$ cat src/rtl/switch_event_pkg.sv
// Shared constants for the push-switch event controller: bus offsets, event
// codes and STATUS register layout.
package switch_event_pkg;

  localparam int SW_IO_BIT = 23;

  localparam logic [2:0] SW_DATA_OFS = 3'b001;
  localparam logic [2:0] SW_STAT_OFS = 3'b010;

  typedef enum logic [1:0] {
    SW_CODE_NONE = 2'b00,
    SW_CODE_SW0  = 2'b01,
    SW_CODE_SW1  = 2'b10,
    SW_CODE_SW2  = 2'b11
  } sw_code_e;

  localparam int STAT_CNT_LSB = 0;
  localparam int STAT_CNT_W   = 5;
  localparam int STAT_OVF_BIT = 8;

  // Switch index 0..2 maps to code 1..3.
  function automatic sw_code_e sw_code_of(input logic [1:0] idx);
    return sw_code_e'(idx + 2'd1);
  endfunction

endpackage

$ cat src/rtl/switch_debounce.sv
// One switch channel: 2-flop synchronizer, tick-sampled debounce counter and
// stable level, with a single-cycle rise indication aligned to the flip.
module switch_debounce
  import switch_event_pkg::*;
#(
  parameter int DB_TICKS = 8
) (
  input  logic clk,
  input  logic clr,
  input  logic tick_en,
  input  logic sw_in,
  output logic stable,
  output logic rise
);

  logic       sync1_q, sync1_d;
  logic       sync2_q, sync2_d;
  logic       stable_q, stable_d;
  logic [7:0] cnt_q, cnt_d;

  always_comb begin
    sync1_d  = sw_in;
    sync2_d  = sync1_q;
    stable_d = stable_q;
    cnt_d    = cnt_q;
    if (tick_en) begin
      if (sync2_q == stable_q) begin
        cnt_d = '0;
      end else if (cnt_q == 8'(DB_TICKS - 1)) begin
        stable_d = ~stable_q;
        cnt_d    = '0;
      end else begin
        cnt_d = cnt_q + 8'd1;
      end
    end
  end

  always_ff @(posedge clk) begin
    if (clr) begin
      sync1_q  <= 1'b0;
      sync2_q  <= 1'b0;
      stable_q <= 1'b0;
      cnt_q    <= '0;
    end else begin
      sync1_q  <= sync1_d;
      sync2_q  <= sync2_d;
      stable_q <= stable_d;
      cnt_q    <= cnt_d;
    end
  end

  // Rise is combinational so the press registers on the same edge as the flip.
  assign stable = stable_q;
  assign rise   = stable_d & ~stable_q;

endmodule

$ cat src/rtl/switch_event_ctrl.sv
// Memory-mapped push-switch controller: debounces three switches, encodes
// presses and queues the codes in a FIFO read through DATA/STATUS registers.
module switch_event_ctrl
  import switch_event_pkg::*;
#(
  parameter int DEPTH    = 4,
  parameter int DB_TICKS = 8
) (
  input  logic        clk,
  input  logic        clr,
  input  logic        tick_en,
  input  logic        rd_en,
  input  logic [31:0] addr,
  input  logic [2:0]  switches,
  output logic [31:0] rd_data,
  output logic        irq,
  output logic        overflow
);

  localparam int AW = $clog2(DEPTH);
  localparam int CW = AW + 1;

  logic [2:0] stable_w;
  logic [2:0] rise_w;

  for (genvar i = 0; i < 3; i++) begin : g_db
    switch_debounce #(.DB_TICKS(DB_TICKS)) u_db (
      .clk     (clk),
      .clr     (clr),
      .tick_en (tick_en),
      .sw_in   (switches[i]),
      .stable  (stable_w[i]),
      .rise    (rise_w[i])
    );
  end

  logic [2:0]    pending_q, pending_d;
  logic [1:0]    mem_q [DEPTH];
  logic [1:0]    mem_d [DEPTH];
  logic [AW-1:0] wr_ptr_q, wr_ptr_d;
  logic [AW-1:0] rd_ptr_q, rd_ptr_d;
  logic [CW-1:0] count_q, count_d;
  logic [31:0]   rd_data_q, rd_data_d;
  logic          irq_q, irq_d;
  logic          overflow_q, overflow_d;

  logic     push_valid, push_ok, drop, pop;
  logic     access, data_rd, stat_rd;
  logic     fifo_full, fifo_empty;
  logic [2:0] clr_mask;
  sw_code_e push_code;

  always_comb begin
    push_valid = |pending_q;
    push_code  = SW_CODE_NONE;
    clr_mask   = 3'b000;
    if (pending_q[0]) begin
      push_code = sw_code_of(2'd0);
      clr_mask  = 3'b001;
    end else if (pending_q[1]) begin
      push_code = sw_code_of(2'd1);
      clr_mask  = 3'b010;
    end else if (pending_q[2]) begin
      push_code = sw_code_of(2'd2);
      clr_mask  = 3'b100;
    end

    access     = rd_en & addr[SW_IO_BIT];
    data_rd    = access && (addr[2:0] == SW_DATA_OFS);
    stat_rd    = access && (addr[2:0] == SW_STAT_OFS);
    fifo_full  = (count_q == CW'(DEPTH));
    fifo_empty = (count_q == '0);

    // A full FIFO still accepts the push when a pop frees a slot this cycle.
    pop     = data_rd & ~fifo_empty;
    push_ok = push_valid & (~fifo_full | pop);
    drop    = push_valid & fifo_full & ~pop;

    pending_d = (pending_q & ~clr_mask) | rise_w;

    mem_d = mem_q;
    if (push_ok) mem_d[wr_ptr_q] = push_code;
    wr_ptr_d = push_ok ? wr_ptr_q + AW'(1) : wr_ptr_q;
    rd_ptr_d = pop ? rd_ptr_q + AW'(1) : rd_ptr_q;
    count_d  = count_q + CW'(push_ok) - CW'(pop);

    rd_data_d = rd_data_q;
    if (data_rd) begin
      rd_data_d = pop ? {30'd0, mem_q[rd_ptr_q]} : 32'd0;
    end else if (stat_rd) begin
      rd_data_d = 32'd0;
      rd_data_d[STAT_OVF_BIT] = overflow_q;
      rd_data_d[STAT_CNT_LSB +: STAT_CNT_W] = STAT_CNT_W'(count_q);
    end

    overflow_d = drop | (overflow_q & ~stat_rd);
    irq_d      = ~fifo_empty;
  end

  always_ff @(posedge clk) begin
    if (clr) begin
      pending_q  <= '0;
      mem_q      <= '{default: '0};
      wr_ptr_q   <= '0;
      rd_ptr_q   <= '0;
      count_q    <= '0;
      rd_data_q  <= '0;
      irq_q      <= 1'b0;
      overflow_q <= 1'b0;
    end else begin
      pending_q  <= pending_d;
      mem_q      <= mem_d;
      wr_ptr_q   <= wr_ptr_d;
      rd_ptr_q   <= rd_ptr_d;
      count_q    <= count_d;
      rd_data_q  <= rd_data_d;
      irq_q      <= irq_d;
      overflow_q <= overflow_d;
    end
  end

  assign rd_data  = rd_data_q;
  assign irq      = irq_q;
  assign overflow = overflow_q;

endmodule

$ cat config.mk
export PLATFORM = sky130hd
export DESIGN_NAME = switch_event_ctrl
export DESIGN_NICKNAME = d
export VERILOG_FILES = /design/src/rtl/switch_event_pkg.sv /design/src/rtl/switch_debounce.sv /design/src/rtl/switch_event_ctrl.sv
export SDC_FILE = /design/constraint.sdc
export NUM_CORES = 1
export LEC_CHECK = 0
export CORE_MARGIN = 2
export CORE_UTILIZATION = 40
export CTS_BUF_LIST = sky130_fd_sc_hd__clkbuf_2
export DETAILED_ROUTE_END_ITERATION = 6
export PLACE_DENSITY = 0.67
export SYNTH_ARGS = -nofsm -noshare
export SYNTH_HDL_FRONTEND = slang
export SYNTH_SLANG_ARGS = --single-unit
$ cat constraint.sdc
create_clock -name clk -period 2.7 [get_ports clk]
set_input_delay 0.27 -clock clk [delete_from_list [all_inputs] [get_ports clk]]
set_output_delay 0.27 -clock clk [all_outputs]
set_load 0.01 [all_outputs]
; ---- Word-level counts from Yosys, hierarchy flattened
; Cells that the tools add are included.
[word_totals]
inputBits = 39
output_inout_bits = 34
wordCells = 101
ff_bits = 85
[op_classes]
bitwise_logic = 23
n_addsub = 7
mux = 30
n_reduce_logical = 6
eq_ne = 9
n_lt_le_gt_ge = 3
[op_table]
columns = cell, count
row1 = $mux W32, 2
row2 = $mux W8, 6
row3 = $add A8 B1 Y8 const B, 3
row4 = $eq A8 B3 Y1 const B, 3
row5 = $mux W2, 7
row6 = $and A1 B1 Y1, 9
row7 = $mux W1, 9
row8 = $mux W3, 3
row9 = $bwmux W8, 1
row10 = $not A1 Y1, 7
row11 = $ge A3 B3 Y1 const B, 2
row12 = $not A2 Y3, 2
row13 = $add A2 B1 Y2 const B, 2
row14 = $bmux W2 S2, 1
row15 = $demux W2 S2, 1
row16 = $add A3 B1 Y3, 1
row17 = $and A3 B3 Y3, 1
row18 = $eq A1 B1 Y1, 3
row19 = $eq A3 B1 Y1 const B, 1
row20 = $eq A3 B2 Y1 const B, 1
row21 = $eq A3 B3 Y1 const B, 1
row22 = $logic_and A1 B1 Y1, 3
row23 = $logic_not A3 Y1, 1
row24 = $lt A3 B1 Y1 const B, 1
row25 = 6 further kinds, 7

; ---- Logic depth before layout (Yosys ltp)
; Gate-level depths: netlist of run 1.
[depth]
depth_word = 7
mapped_depth = 12
ltp_nobuf = 11

; ---- Modules after synthesis
; From an unflattened synthesis of run 1, not the netlist that was laid out.
[hier_totals]
cells_unflattened = 345
hier_area_um2 = 3241.9
[modules_own_cells]
columns = mod, seq_area_each_um2, n_inst, cells_each, area_per_inst_um2
row1 = switch_debounce, 220.2, 3, 68, 598.1
row2 = switch_event_ctrl, 480.5, 1, 141, 1447.6

; ---- Worst setup path after synthesis of run 1
; Ideal clock, no wire load.
[synth_timing]
path_kind = input port to flip-flop
from = in addr[1]
to = reg count_q[2]
setup_slack_ns = 0.366
required_time_ns = 2.583
arrival_time_ns = 2.217
setup_ns = 0.117
path_buffers = 1
cell_stages = 12
path_cell_list = nand2b_1 > buf_2 > o211a_1 > nor2_1 > inv_1 > ha_1 > inv_1 > ha_1 > fa_1 > xnor2_1 > xnor2_1 > nor2_1
[synth_between]
elab_chain_cells = 7
[synth_rtl]
columns = item, line
row1 = "start, declared", switch_event_ctrl.sv:13  ; input logic [31:0] addr,
row2 = $eq A3 B1 Y1 *, switch_event_ctrl.sv:69  ; data_rd = access && (addr[2:0] == SW_DATA_OFS);
row3 = $logic_and A1 B1 Y1 *, switch_event_ctrl.sv:69
row4 = $and A1 B1 Y1 *, switch_event_ctrl.sv:75  ; pop = data_rd & ~fifo_empty;
row5 = $or A1 B1 Y1, switch_event_ctrl.sv:76  ; push_ok = push_valid & (~fifo_full | pop);
row6 = $and A1 B1 Y1, switch_event_ctrl.sv:76
row7 = $add A3 B1 Y3, switch_event_ctrl.sv:85  ; count_d = count_q + CW'(push_ok) - CW'(pop);
row8 = $sub A3 B1 Y3 *, switch_event_ctrl.sv:85
row9 = "end signal, assigned", switch_event_ctrl.sv:115  ; count_q <= count_d;
row10 = "end, declared", switch_event_ctrl.sv:42  ; logic [CW-1:0] count_q, count_d;
; Every way passes the cells marked *; elsewhere a longest branch is shown, timed or not.
; A chain may end at the register's enable or synchronous reset.

; ---- Worst setup path after layout of run 1
[layout_timing]
from = reg count_q[1]
to = reg count_q[2]
[layout_between]
elab_chain_cells = 7
elab_cells_between_ends = 9
cone_classes = add/sub (2) / eq/ne (1) / bitwise (5) / reduce/logical (1)
[layout_rtl]
columns = item, line
row1 = $logic_not A3 Y1, switch_event_ctrl.sv:72  ; fifo_empty = (count_q == '0);
row2 = $not A1 Y1, switch_event_ctrl.sv:75
row3 = $and A1 B1 Y1, switch_event_ctrl.sv:75
row4 = $or A1 B1 Y1, switch_event_ctrl.sv:76
row5 = $and A1 B1 Y1, switch_event_ctrl.sv:76
row6 = $add A3 B1 Y3, switch_event_ctrl.sv:85
row7 = $sub A3 B1 Y3 *, switch_event_ctrl.sv:85
; Marks and branches as above.

==> results of run 1 <==
synth_stat cells, types with 2 or more instances:
cell type	number	area (um2)
a211o_2	2	20.0
a21oi_1	10	50.1
a22o_1	8	70.1
buf_2	5	25.0
buf_4	28	210
clkbuf_1	3	11.3
dfxtp_1	57	1140
ha_1	9	113
inv_1	11	41.3
mux2i_1	8	80.1
mux4_2	2	45.0
nand2_1	14	52.6
nand2b_1	4	25.0
nand3_1	7	35.0
nand4_1	6	37.5
nor2_1	51	191
nor2b_1	8	50.1
nor3_1	13	65.1
nor3_2	2	20.0
o2111ai_1	2	17.5
o21ai_0	4	20.0
o22ai_1	2	12.5
or2_2	2	12.5
or4_1	4	30.0
xnor2_1	18	158
xor2_1	6	52.6
metal layers:
metal,vias up,track usage [%]
met3,9,4.81
met5,-,0
met2,44,22.5
met4,0,5.87
li1,1042,-
met1,974,15.0
area by class of cell:
type | instances | area share, %
timing repair buffer | 23 | 6.90
clock buffer | 11 | 1.79
clock inverter | 5 | 0.731
tap | 96 | 3.90
multi-input combinational | 230 | 48.3
sequential | 57 | 37.0
inverter | 11 | 1.34
state kept, by name, indices dropped and copies added, names as in the netlist:
signal,flops
wr_ptr_q,2
count_q,3
g_db.u_db.sync1_q,3
g_db.u_db.cnt_q,24
mem_q,8
g_db.u_db.stable,3
rd_ptr_q,2
rd_data,4
irq,1
pending_q,3
g_db.u_db.sync2_q,3
overflow,1
power by group:
| part | switching, mW | internal, mW | leakage [nW] |
|---|---|---|---|
| combinational | 0.0605 | 0.0379 | 0.658 |
| sequential | 0.00618 | 0.850 | 0.461 |
| clock | 0.300 | 0.119 | 0.0606 |
| total | 0.367 | 1.01 | 1.18 |
kinds of logic (layout without fill, tap and decap cells):
family          count (synthesis)  count (layout)  synth area share [%]
buf+inv                        48              50                  10.3
compound gates                 34              34                  8.61
fa+ha+maj                      10              10                  4.70
simple gates                  123             123                  23.4
xor+xnor                       24              24                  7.46
other cells                     1              28                 0.133
mux                            11              11                  4.84
flops                          57              57                  40.5
worst register-to-register path: stages, from the launching register on:
cell     delay (ps)
dfxtp_1         450
nor2_1           80
o211a_1         150
nor2_1          120
inv_1            60
ha_1            270
inv_1            40
ha_1            190
fa_1            390
xnor2_1         180
xnor2_1         130
nor2_1           50
stage by stage:
stage               area, um2  std cells
floorplan                2920        335
global placement         3000        417
detailed placement       3000        417
CTS                      3080        433
global route             3080        433
finish                   3080        433
worst min-delay path by stage:
| stage | startpoint | endpoint | slack [ps] | cells after the start |
|---|---|---|---|---|
| after detailed placement | g_db[0].u_db.sync1_q | g_db[0].u_db.sync2_q | 430 | 1 |
| after CTS | switches[0] | g_db[0].u_db.sync1_q | 260 | 2 |
| after global placement | g_db[0].u_db.sync1_q | g_db[0].u_db.sync2_q | 420 | 1 |
| final | switches[0] | g_db[0].u_db.sync1_q | 310 | 2 |
| after floorplan | switches[0] | g_db[0].u_db.sync1_q | 400 | 1 |
| after global routing | switches[0] | g_db[0].u_db.sync1_q | 280 | 2 |
==> metrics.md, run 1 <==
| Metric | Value |
|---|---|
| Status | `complete, no violations` |
| Worst-path maximum fanout | `6` |
| Die width | `88.0 um` |
| DRT Pass-1 Iters | `4` |
| Yosys cell types | `48` |
| CTS tree | `built` |
| WHS | `313 ps` |
| Prevailing post-synth register cell | `dfxtp_1` |
| Reg2reg start | `count_q[1]` |
| Reg area | `1140 um2` |
| Slew @ Worst Pin | `684 ps` |
| Worst VDD drop | `0.226 mV` |
| Sequential share of the synthesized area | `40.5%` |
| I/O pin total | `73` |
| Total CTS buffers | `9` |
| Tot Pwr | `1.37 mW` |
| Setup WS post-layout | `500 ps` |
| Final GP Congestion | `0.766` |
| Die Ht | `88.0 um` |
| Post-DRT Antenna Nets | `0` |
| Fin crit share | `81.5%` |
| Wire per inst | `11.1 um` |
| Core box area | `6790 um2` |
| Met3 WL | `239 um` |
| Worst setup SP type | `register` |
| Global-route wire length before repair | `7990 um` |
| Layout cells sized above 1 | `11.3%` |
| Pwr per Cell Area | `446 nW/um2` |
| FF-to-FF End | `count_q[2]` |
| Final wirelength | `4800 um` |
| CTS H-tree depth | `3` |
| Crit Path Class | `reg2reg` |
| Crit path cell chain | `nor2_1 > o211a_1 > nor2_1 > inv_1 > ha_1 > inv_1 > ha_1 > fa_1 > xnor2_1 > xnor2_1 > nor2_1` |
| Mapped Cells | `308` |
| Max_slew headroom | `54.0%` |
| # nets final | `381` |
| Ys async rst share | `0%` |
| Iter 0 DRT Violations | `100` |
| Most frequent cells in the layout | `dfxtp_1 (57), nor2_1 (51), conb_1 (28), xnor2_1 (18), clkdlybuf4s50_1 (16)` |
| P_leak | `1.18 nW` |
| Initial antenna violation count | `0` |
| Post-synth EDFFs | `0` |
| Uppermost layer routed | `met4` |
| Fmax | `455 MHz` |
| Worst path depth | `11` |
| Most used cell, CP | `nor2_1` |
| Reg2reg path depth | `11` |
| Vias per cell | `4.78` |
| Final Slew Violations | `0` |
| Clock tree sinks | `57` |
| Max-cap violations | `0` |
| Fin util | `45.3%` |
| CP max stage cell | `dfxtp_1` |
| Hold Path Class | `in2reg` |
| Rows | `30` |
| Quantity of hold-fixing buffers added after cts | `0` |
| Min Clock Period, post-route | `2200 ps` |
| Inserted Diodes | `0` |
| Ys Warns | `0` |
| Post-Syn Area per Cell | `9.15 um2` |
| Area occupied by multi-input gates | `1490 um2` |
| Final hold vios | `0` |
| Area Growth Syn to Fin | `9.28%` |
| Die area | `7740 um2` |
| Largest net degree at the start of global routing | `37` |
| Clock transition at path regs | `150 ps` |
| CP endpoint | `count_q[2]` |
| Remaining DRCs | `0` |
| Wl on met1 | `2230 um` |
| CP Capture Type | `register` |
| Vias | `2,069` |
| Overall global routing resource usage | `13.3%` |
| PostCTS Resize Cnt | `0` |
| Clock Latency Late Sink | `490 ps` |
| Max clock buf depth | `2` |
| Dpl ws | `18.0 ps` |
| Slowest cell delay on critical path | `450 ps` |
| Crit path buffers/inverters | `2` |
| Root Driver | `clkbuf_2` |
| Initial Utilization | `41.5%` |
| Vias in the first global route | `1,882` |
| RSZ-0062 raised after global routing | `false` |
| Reg2Reg Setup Slack | `500 ps` |
| Post-DP HPWL | `3480 um` |
| Final setup fails | `0` |
| Worst Path Arrival | `2570 ps` |
| Skew final | `22.5 ps` |
| Yosys reg bits | `57` |
| Fill cell count | `647` |
| Worst Path Required | `3070 ps` |
| Crit path max-delay family | `adder cells` |
| Port-buffer cells | `16` |
| Setup tns final | `0 ps` |
| GRT overflow | `0` |
| Met2 wire len | `2260 um` |
| Post-CTS Setup Inserts | `0` |
| Most common cell after layout, fill and taps aside | `dfxtp_1` |
| Crit path launch | `count_q[1]` |
| Synthesized area | `2820 um2` |
Note: power is estimated with default switching activity, not from simulation.
==> inputs of run 2 (changes only) <==
Settings changed: PLACE_DENSITY 0.67 to 0.69.
Clock period 2.7 ns to 1.95 ns, I/O delays scaled along.
==> run 2 against run 1 <==
  * Sequential share of layout area decreased by 2.3 points
  * Sequential power increased by 38%
  * Non-clock buffer count increased by 18
  * Critical path depth decreased by 2
  * Clock power rose by 76%
  * Largest power group unchanged
  * Maximum frequency increased by 13%
  * Clock skew grew 0.54 ps
  * Hold slack worse by 61 ps
  * Cell count grew 4.2%
  * Wire length fell by 0.40%
==> metrics.md, run 2 (synthesis gave the netlist of run 1 again) <==
| Metric | Value |
|---|---|
| Port-buffer cells | `16 (unchanged)` |
| Largest net degree at the start of global routing | `18 (was 37)` |
| Overall global routing resource usage | `13.8% (was 13.3%)` |
| CTS H-tree depth | `3 (unchanged)` |
| Fmax | `516 MHz (was 455 MHz)` |
| CP endpoint | `count_q[2] (unchanged)` |
| Clock Latency Late Sink | `480 ps (was 490 ps)` |
| Max reg flops | `24 (unchanged)` |
| Tot Pwr | `2.07 mW (was 1.37 mW)` |
| Quantity of hold-fixing buffers added after cts | `0 (unchanged)` |
| Die Ht | `88.0 um (unchanged)` |
| GRT overflow | `0 (unchanged)` |
| Final GP Congestion | `0.765 (was 0.766)` |
| Inserted Diodes | `0 (unchanged)` |
| Worst VDD drop | `0.435 mV (was 0.226 mV)` |
| Final wirelength | `4780 um (was 4800 um)` |
| Die area | `7740 um2 (unchanged)` |
| Max-cap violations | `0 (unchanged)` |
| Setup WS post-layout | `10.3 ps (was 500 ps)` |
| FF-to-FF End | `count_q[2] (unchanged)` |
| Root Driver | `clkbuf_2 (unchanged)` |
| Worst Path Required | `2340 ps (was 3070 ps)` |
| Core box area | `6790 um2 (unchanged)` |
| Dpl ws | `-557 ps (was 18.0 ps)` |
| Vias per cell | `4.65 (was 4.78)` |
| Skew final | `23.0 ps (was 22.5 ps)` |
| Hold Path Origin | `switches[0] (unchanged)` |
| Most frequent cells in the layout | `dfxtp_1 (55), nor2_1 (49), conb_1 (28), buf_4 (25), xnor2_1 (17) (was dfxtp_1 (57), nor2_1 (51), conb_1 (28), xnor2_1 (18), clkdlybuf4s50_1 (16))` |
| Worst-path maximum fanout | `4 (was 6)` |
| CTS tree | `built (unchanged)` |
| Final hold vios | `0 (unchanged)` |
| Status | `complete, no violations (unchanged)` |
| Reg2reg start | `count_q[0] (was count_q[1])` |
| RSZ-0062 raised after global routing | `true (was false)` |
| Layout cells sized above 1 | `18.9% (was 11.3%)` |
| Iter 0 DRT Violations | `34 (was 100)` |
| Largest Register | `g_db.u_db.cnt_q (unchanged)` |
| Vias in the first global route | `1,929 (was 1,882)` |
| WHS | `252 ps (was 313 ps)` |
| Final setup fails | `0 (unchanged)` |
| Worst Path Arrival | `2330 ps (was 2570 ps)` |
| Pwr per Cell Area | `626 nW/um2 (was 446 nW/um2)` |
| Global-route wire length before repair | `8200 um (was 7990 um)` |
| Slew @ Worst Pin | `667 ps (was 684 ps)` |
| Initial Utilization | `41.5% (unchanged)` |
| Initial antenna violation count | `0 (unchanged)` |
| Crit Path Class | `reg2reg (unchanged)` |
| Hold Path Class | `in2reg (unchanged)` |
| Total CTS buffers | `9 (unchanged)` |
| Wire per inst | `10.6 um (was 11.1 um)` |
| CP Capture Type | `register (unchanged)` |
| Reg2reg path depth | `9 (was 11)` |
| Max_slew headroom | `55.1% (was 54.0%)` |
| Post-DP HPWL | `3530 um (was 3480 um)` |
| Reg2Reg Setup Slack | `10 ps (was 500 ps)` |
| I/O pin total | `73 (unchanged)` |
| Worst setup SP type | `register (unchanged)` |
| DRT Pass-1 Iters | `4 (unchanged)` |
| Clock tree sinks | `57 (unchanged)` |
| Remaining DRCs | `0 (unchanged)` |
| Final Slew Violations | `0 (unchanged)` |
| Max clock buf depth | `2 (unchanged)` |
| Crit path launch | `count_q[0] (was count_q[1])` |
| Min Clock Period, post-route | `1940 ps (was 2200 ps)` |
| Fill cell count | `638 (was 647)` |
| Clock transition at path regs | `160 ps (was 150 ps)` |
| Area Growth Syn to Fin | `17.0% (was 9.28%)` |
| P_leak | `1.29 nW (was 1.18 nW)` |
| Fin util | `48.6% (was 45.3%)` |
| Die width | `88.0 um (unchanged)` |
| # nets final | `399 (was 381)` |
| Post-DRT Antenna Nets | `0 (unchanged)` |
| Most common cell after layout, fill and taps aside | `dfxtp_1 (unchanged)` |
| Rows | `30 (unchanged)` |
| Vias | `2,096 (was 2,069)` |
| Fin crit share | `99.5% (was 81.5%)` |
==> run 2: final cells by class <==
| type | instances | area [um2] | share of cell area [%] |
|---|---|---|---|
| multi-input combinational | 230 | 1540 | 46.5 |
| timing repair buffer | 41 | 348 | 10.5 |
| tap | 96 | 120 | 3.64 |
| sequential | 57 | 1150 | 34.7 |
| inverter | 11 | 41.3 | 1.25 |
| clock inverter | 6 | 58.8 | 1.78 |
| clock buffer | 10 | 50.0 | 1.52 |
==> run 2: per-layer routing <==
metal | GRT usage (%) | part of all wire (%)
met1 | 15.3 | 45
met2 | 23.0 | 48
met3 | 6.03 | 5.2
met4 | 5.87 | 1.4
met5 | 0 | 0
==> run 2: per-stage QoR <==
step | TNS, ps | cells | area (um2)
floorplan | -267 | 335 | 2960
global placement | -1020 | 434 | 3170
detailed placement | -1080 | 434 | 3170
CTS | 0 | 451 | 3300
global route | -117 | 451 | 3300
finish | 0 | 451 | 3300
==> run 2: repair_timing <==
item / in CTS / in global routing
setup endpoints to repair: 1 / 2
pin swaps: 4 / 0
resized for setup: 6 / 1
setup buffers: 1 / 0
==> run 2: power breakdown <==
group | switching [mW] | leakage [nW] | internal (mW)
clock | 0.443 | 0.0670 | 0.293
sequential | 0.00828 | 0.462 | 1.18
combinational | 0.0860 | 0.757 | 0.0604
total | 0.537 | 1.29 | 1.53
==> run 2: worst min-delay path by stage <==
stage / endpoint / slack [ps] / cells past startpoint
after floorplan: g_db[0].u_db.sync1_q / 320 / 1
after global placement: g_db[0].u_db.sync2_q / 420 / 1
final: g_db[0].u_db.sync1_q / 250 / 2
after detailed placement: g_db[1].u_db.sync2_q / 420 / 1
after CTS: g_db[0].u_db.sync1_q / 180 / 2
after global routing: g_db[2].u_db.sync1_q / 190 / 2
==> run 2: critical path: stages, from the launching register on <==
cell     delay, ps
dfxtp_4        400
nor3_2         220
nor3_1          90
ha_1           280
inv_1           40
ha_2           160
fa_2           350
xnor2_2        140
xnor2_1        130
nor2_1          60
==> RTL edit 1 (settings of run 2) <==
Compare `cnt_q` against `8'(DB_TICKS - 1)` with >= in place of ==.
--- a/src/rtl/switch_debounce.sv
+++ b/src/rtl/switch_debounce.sv
@@ -28,3 +28,3 @@
         cnt_d = '0;
-      end else if (cnt_q == 8'(DB_TICKS - 1)) begin
+      end else if (cnt_q >= 8'(DB_TICKS - 1)) begin
         stable_d = ~stable_q;
Behaviour: same outputs for any inputs over 10 cycles, from zero or initial values; that may be too few to reach the edited logic, so the function may still have changed.
==> RTL edit 1 against run 2 <==
  * Final cell count shrank 12%
  * Sequential cell count is the same
  * The run now ends with negative setup slack left
  * Critical path depth grew 1
  * Largest cell class unchanged
  * Largest power group unchanged
  * Global-route usage grew 0.23 points
  * Synthesized area shrank 6.1%
  * Total power grew 4.5%
  * Highest routed layer unchanged
  * Design area shrank 8.2%
  * Worst setup slack lost 0.088 ns
  * Clock power grew 16%
  * Wire length shrank 5.1%
==> RTL edit 1: results <==
group,metric,value,unit
status,outcome,"finished, violations left",
status,violations,"negative setup slack",
timing,pnr_worst_setup_slack,-0.0773,ns
finish,fillerInstances,607,
finish,drive_gt1_share,16.3,%
synthesis,synthCells,281,
routing,drt_iter0_drc,89,
pwr,sequentialPowerShare,54.9,%
setup_path,cp_max_fo,2,
finish,clock_area_share,4.38,%
synthesis,synth_compound_area_share,10.8,%
synthesis,synth.yosys.seq_area_share,43.1,%
finish,stdcell_count,396,
routing,final_wl,4540,um
pwr,power_in_the_clock_group,0.852,mW
synthesis,asyncSetResetFlopFracSynth,0,%
pwr,static-leakage-power,1.23,nW
placement,detailed_place_hpwl,3290,um
finish,inverters_non_clock,8,
routing,detailroute.via_count,1963,
finish,multi_input_area,1340,um2
synthesis,synth_xor_area_share,5.62,%
finish,n_sequential_cell,57,
floorplanning,placement_rows,29,
synthesis,synthMuxAreaShare,4.35,%
synthesis,synthAdderAreaFrac,5.01,%
pwr,switchingPower,0.512,mW
setup_path,cp_slowest_cell,"sky130_fd_sc_hd__or3_4",
placement,place.gp.congestion,0.835,
timing,skew,0.0176,ns
grt,groute.usage.overall,14.0,%
finish,num-multi-input-gates,206,
grt,first_global_vias,1877,
synthesis,synthTopCellsByCount,"sky130_fd_sc_hd__dfxtp_1 (57), sky130_fd_sc_hd__nor2_1 (32), sky130_fd_sc_hd__buf_4 (28)",
timing,fin_setup_tns,-0.146,ns
timing,setup_viol,2,
synthesis,ys_top_cells_by_area,"sky130_fd_sc_hd__dfxtp_1 (43%), sky130_fd_sc_hd__buf_4 (7.9%), sky130_fd_sc_hd__nor2_1 (4.5%)",
pwr,power_density,713,nW/um2
setup_path,critPathArrivalTime,2.39,ns
clocking,cts_setup_buffers,0,
grt,grt_pass1_wl,8220,um
finish,n_all_buffers,32,
placement,placement.cell_area,2890,um2
pwr,ir_drop,326,uV
grt,grt_start_max_net_pins,32,
-- RTL edit 1: cell count changes in the layout (fill, tap and decap cells not counted), sizes merged, moves of 5 or more --
| cell | run 2 | this run |
|---|---|---|
| a21oi | 11 | 18 |
| a22o | 8 | 0 |
| a31oi | 0 | 5 |
| buf | 25 | 16 |
| nand2 | 14 | 9 |
| nor2 | 51 | 32 |
| nor3 | 16 | 8 |
| xnor2 | 18 | 13 |
-- RTL edit 1: stage by stage --
step	hold WS (ns)	util, %
2_1_floorplan	0.323	-
3_3_place_gp	0.420	45.2
3_5_place_dp	0.427	45.2
4_1_cts	0.202	47.4
5_1_grt	0.201	47.4
6_report	0.249	47.4
-- RTL edit 1: kinds of logic after synthesis --
family | after synthesis
AOI/OAI and AO/OA | 43
xor gates and xnor gates | 17
adders and majority gates | 10
buffers and inverters | 45
DFF | 57
muxes | 9
other | 1
and+or+nand+nor | 99
-- RTL edit 1: path summary, 6_finish.rpt --
kind	slack, ns	start	endpoint
setup reg to reg	-0.08	pending_q[1]	count_q[2]
hold / removal	0.25	switches[2]	g_db[2].u_db.sync1_q
hold reg to reg	0.46	g_db[0].u_db.sync1_q	g_db[0].u_db.sync2_q
setup / recovery	-0.08	pending_q[1]	count_q[2]
-- RTL edit 1: metal layers --
| layer | wire length (um) | part of all wire [%] | GRT usage, % |
|---|---|---|---|
| met1 | 2180 | 48 | 17.9 |
| met2 | 2080 | 46 | 21.5 |
| met3 | 162 | 3.6 | 2.92 |
| met4 | 121 | 2.7 | 8.66 |
| met5 | 0 | 0 | 0 |
-- RTL edit 1: timing repair --
action / 4_1_cts / 5_1_grt
gates resized for setup: 4 / 1
endpoints found under the setup margin: 2 / 2
pin swaps: 4 / 0
==> RTL edit 2 (config.mk and constraints of run 2) <==
Made on the original files. `DB_TICKS` is set to 8 in 2 places; all go to 4.
--- a/src/rtl/switch_debounce.sv
+++ b/src/rtl/switch_debounce.sv
@@ -5,3 +5,3 @@
 #(
-  parameter int DB_TICKS = 8
+  parameter int DB_TICKS = 4
 ) (
--- a/src/rtl/switch_event_ctrl.sv
+++ b/src/rtl/switch_event_ctrl.sv
@@ -6,3 +6,3 @@
   parameter int DEPTH    = 4,
-  parameter int DB_TICKS = 8
+  parameter int DB_TICKS = 4
 ) (
Check against the original RTL: not equivalent (Yosys sat finds a counterexample within 10 cycles, from zero or initial values).
==> RTL edit 2 against run 2 <==
  * Combinational power decreased by 11%
  * Sequential cell count unchanged
  * Critical endpoint unchanged
  * Critical path depth increased by 1
  * Global-route usage decreased by 0.051 points
  * Wire length decreased by 1.2%
  * Highest routed layer unchanged
  * Synthesized area decreased by 6.3%
  * Design area decreased by 2.1%
  * Total power increased by 11%
  * Worst setup slack got worse by 0.068 ns
  * Largest power group unchanged
  * The run now ends with negative setup slack left
  * Via count decreased by 5.3%
==> RTL edit 2: results <==
group,metric,value,unit
status,outcome,"finished, violations left",
status,violations,"negative setup slack",
finish,fillerInstances,581,
synthesis,synthTopCellsByCount,"sky130_fd_sc_hd__dfxtp_1 (57), sky130_fd_sc_hd__nor2_1 (38), sky130_fd_sc_hd__buf_4 (28)",
grt,first_global_vias,1897,
routing,vias_per_cell,4.81,
setup_path,cp_max_fo,2,
setup_path,cp_slowest_cell,"sky130_fd_sc_hd__or3_4",
routing,detailroute.via_count,1985,
routing,drt_pass1_iterations,4,
placement,detailedPlace.worstSlack,-0.475,ns
grt,number_of_antenna_violations_at_the_first_check_in_global_routing,0,
pwr,static-leakage-power,1.34,nW
timing,fin_setup_tns,-0.0580,ns
synthesis,ys_top_cells_by_area,"sky130_fd_sc_hd__dfxtp_1 (43%), sky130_fd_sc_hd__buf_4 (8.0%), sky130_fd_sc_hd__nor2_1 (5.4%)",
timing,pnr_worst_setup_slack,-0.0580,ns
synthesis,count_of_flip_flops_with_a_built_in_enable_after_synthesis,0,
finish,drive_gt1_share,21.1,%
placement,detailed_place_hpwl,3470,um
finish,final_nets,380,
grt,groute.usage.overall,13.7,%
placement,placement.cell_area,3000,um2
synthesis,synth.yosys.seq_area_share,43.2,%
clocking,cts-root-buf,"sky130_fd_sc_hd__clkbuf_2",
timing,setup_viol,1,
synthesis,synthCells,281,
grt,grt_start_max_net_pins,20,
pwr,ir_drop,406,uV
placement,dpl.cell_count,396,
finish,number_of_flip_flops_in_the_largest_register,24,
clocking,insertion_delay,0.44,ns
synthesis,synth.lib_cells_used.distinct,37,
placement,place.gp.congestion,0.843,
grt,grt_pass1_wl,8100,um
finish,seq_area,1150,um2
routing,final_wl,4720,um
timing,skew,0.0223,ns
routing,drt_iter0_drc,56,
finish,max_flop_register,"g_db.u_db.cnt_q",
routing,detail_route.drc_violations,0,
[RTL edit 2: cell types whose count changed in the layout (fill, tap and decap cells not counted), moves of 3 or more]
cell                      before  now
sky130_fd_sc_hd__dfxtp_2       1    6
sky130_fd_sc_hd__buf_4        25   33
sky130_fd_sc_hd__inv_1        10    3
sky130_fd_sc_hd__nor2_1       49   38
sky130_fd_sc_hd__xor2_1        6   16
sky130_fd_sc_hd__or4_4         0    3
sky130_fd_sc_hd__a31oi_1       0    4
sky130_fd_sc_hd__nand2_1      14    9
sky130_fd_sc_hd__xnor2_1      17   12
sky130_fd_sc_hd__dfxtp_1      55   51
sky130_fd_sc_hd__nor3_1       12    7
[RTL edit 2: critical path, delay by kind of cell (launching register included)]
| family | cells | cell delay, ns |
|---|---|---|
| AND/OR/NAND/NOR | 3 | 0.53 |
| flip-flops | 1 | 0.36 |
| adder cells (fa/ha/maj) | 3 | 0.62 |
| XOR/XNOR | 2 | 0.30 |
| buffers and inverters | 2 | 0.09 |
[RTL edit 2: power breakdown]
group,internal [mW],switching (mW)
clock network,0.553,0.432
logic,0.0539,0.0765
registers,1.18,0.00932
[RTL edit 2: cell families after synthesis]
logic type | after synthesis | share of synthesized area [%]
mux | 10 | 4.74
other cells | 1 | 0.142
flops | 57 | 43.2
buf+inv | 42 | 9.95
simple gates | 102 | 20.0
xor+xnor | 28 | 9.28
compound gates | 31 | 7.67
fa+ha+maj | 10 | 5.02
[RTL edit 2: final timing paths]
kind / startpoint / endpoint / slack [ns] / depth (start not counted)
worst max-delay path: pending_q[1] / count_q[2] / -0.06 / 10
worst min-delay path: switches[2] / g_db[2].u_db.sync1_q / 0.28 / 2
worst max register to register: pending_q[1] / count_q[2] / -0.06 / 10
worst min register to register: g_db[1].u_db.sync1_q / g_db[1].u_db.sync2_q / 0.46 / 1
[RTL edit 2: what timing repair did]
item / 4_1_cts / 5_1_grt
resized for setup: 6 / 13
buffers inserted: 0 / 1
gates cloned: 0 / 0
pin swaps: 2 / 5
endpoints found under the hold margin: 0 / 0
endpoints found under the setup margin: 3 / 11
[RTL edit 2: layer usage]
metal / routed length [um] / track usage, % / share of wire (%) / vias to the layer above
met3: 158 / 4.09 / 3.3 / 4
met2: 2180 / 22.6 / 46 / 35
li1: - / - / - / 1019
met5: 0 / 0 / 0 / -
met1: 2320 / 17.1 / 49 / 927
met4: 63 / 4.76 / 1.3 / 0
[RTL edit 2: area by class of cell]
type,instances,share of cell area [%]
inverters,5,0.581
well taps,77,2.98
repair buffers,49,12.6
multi-input cells,209,43.4
flip-flops and latches,57,35.6
clock inverters,6,3.29
clock buffers,10,1.55
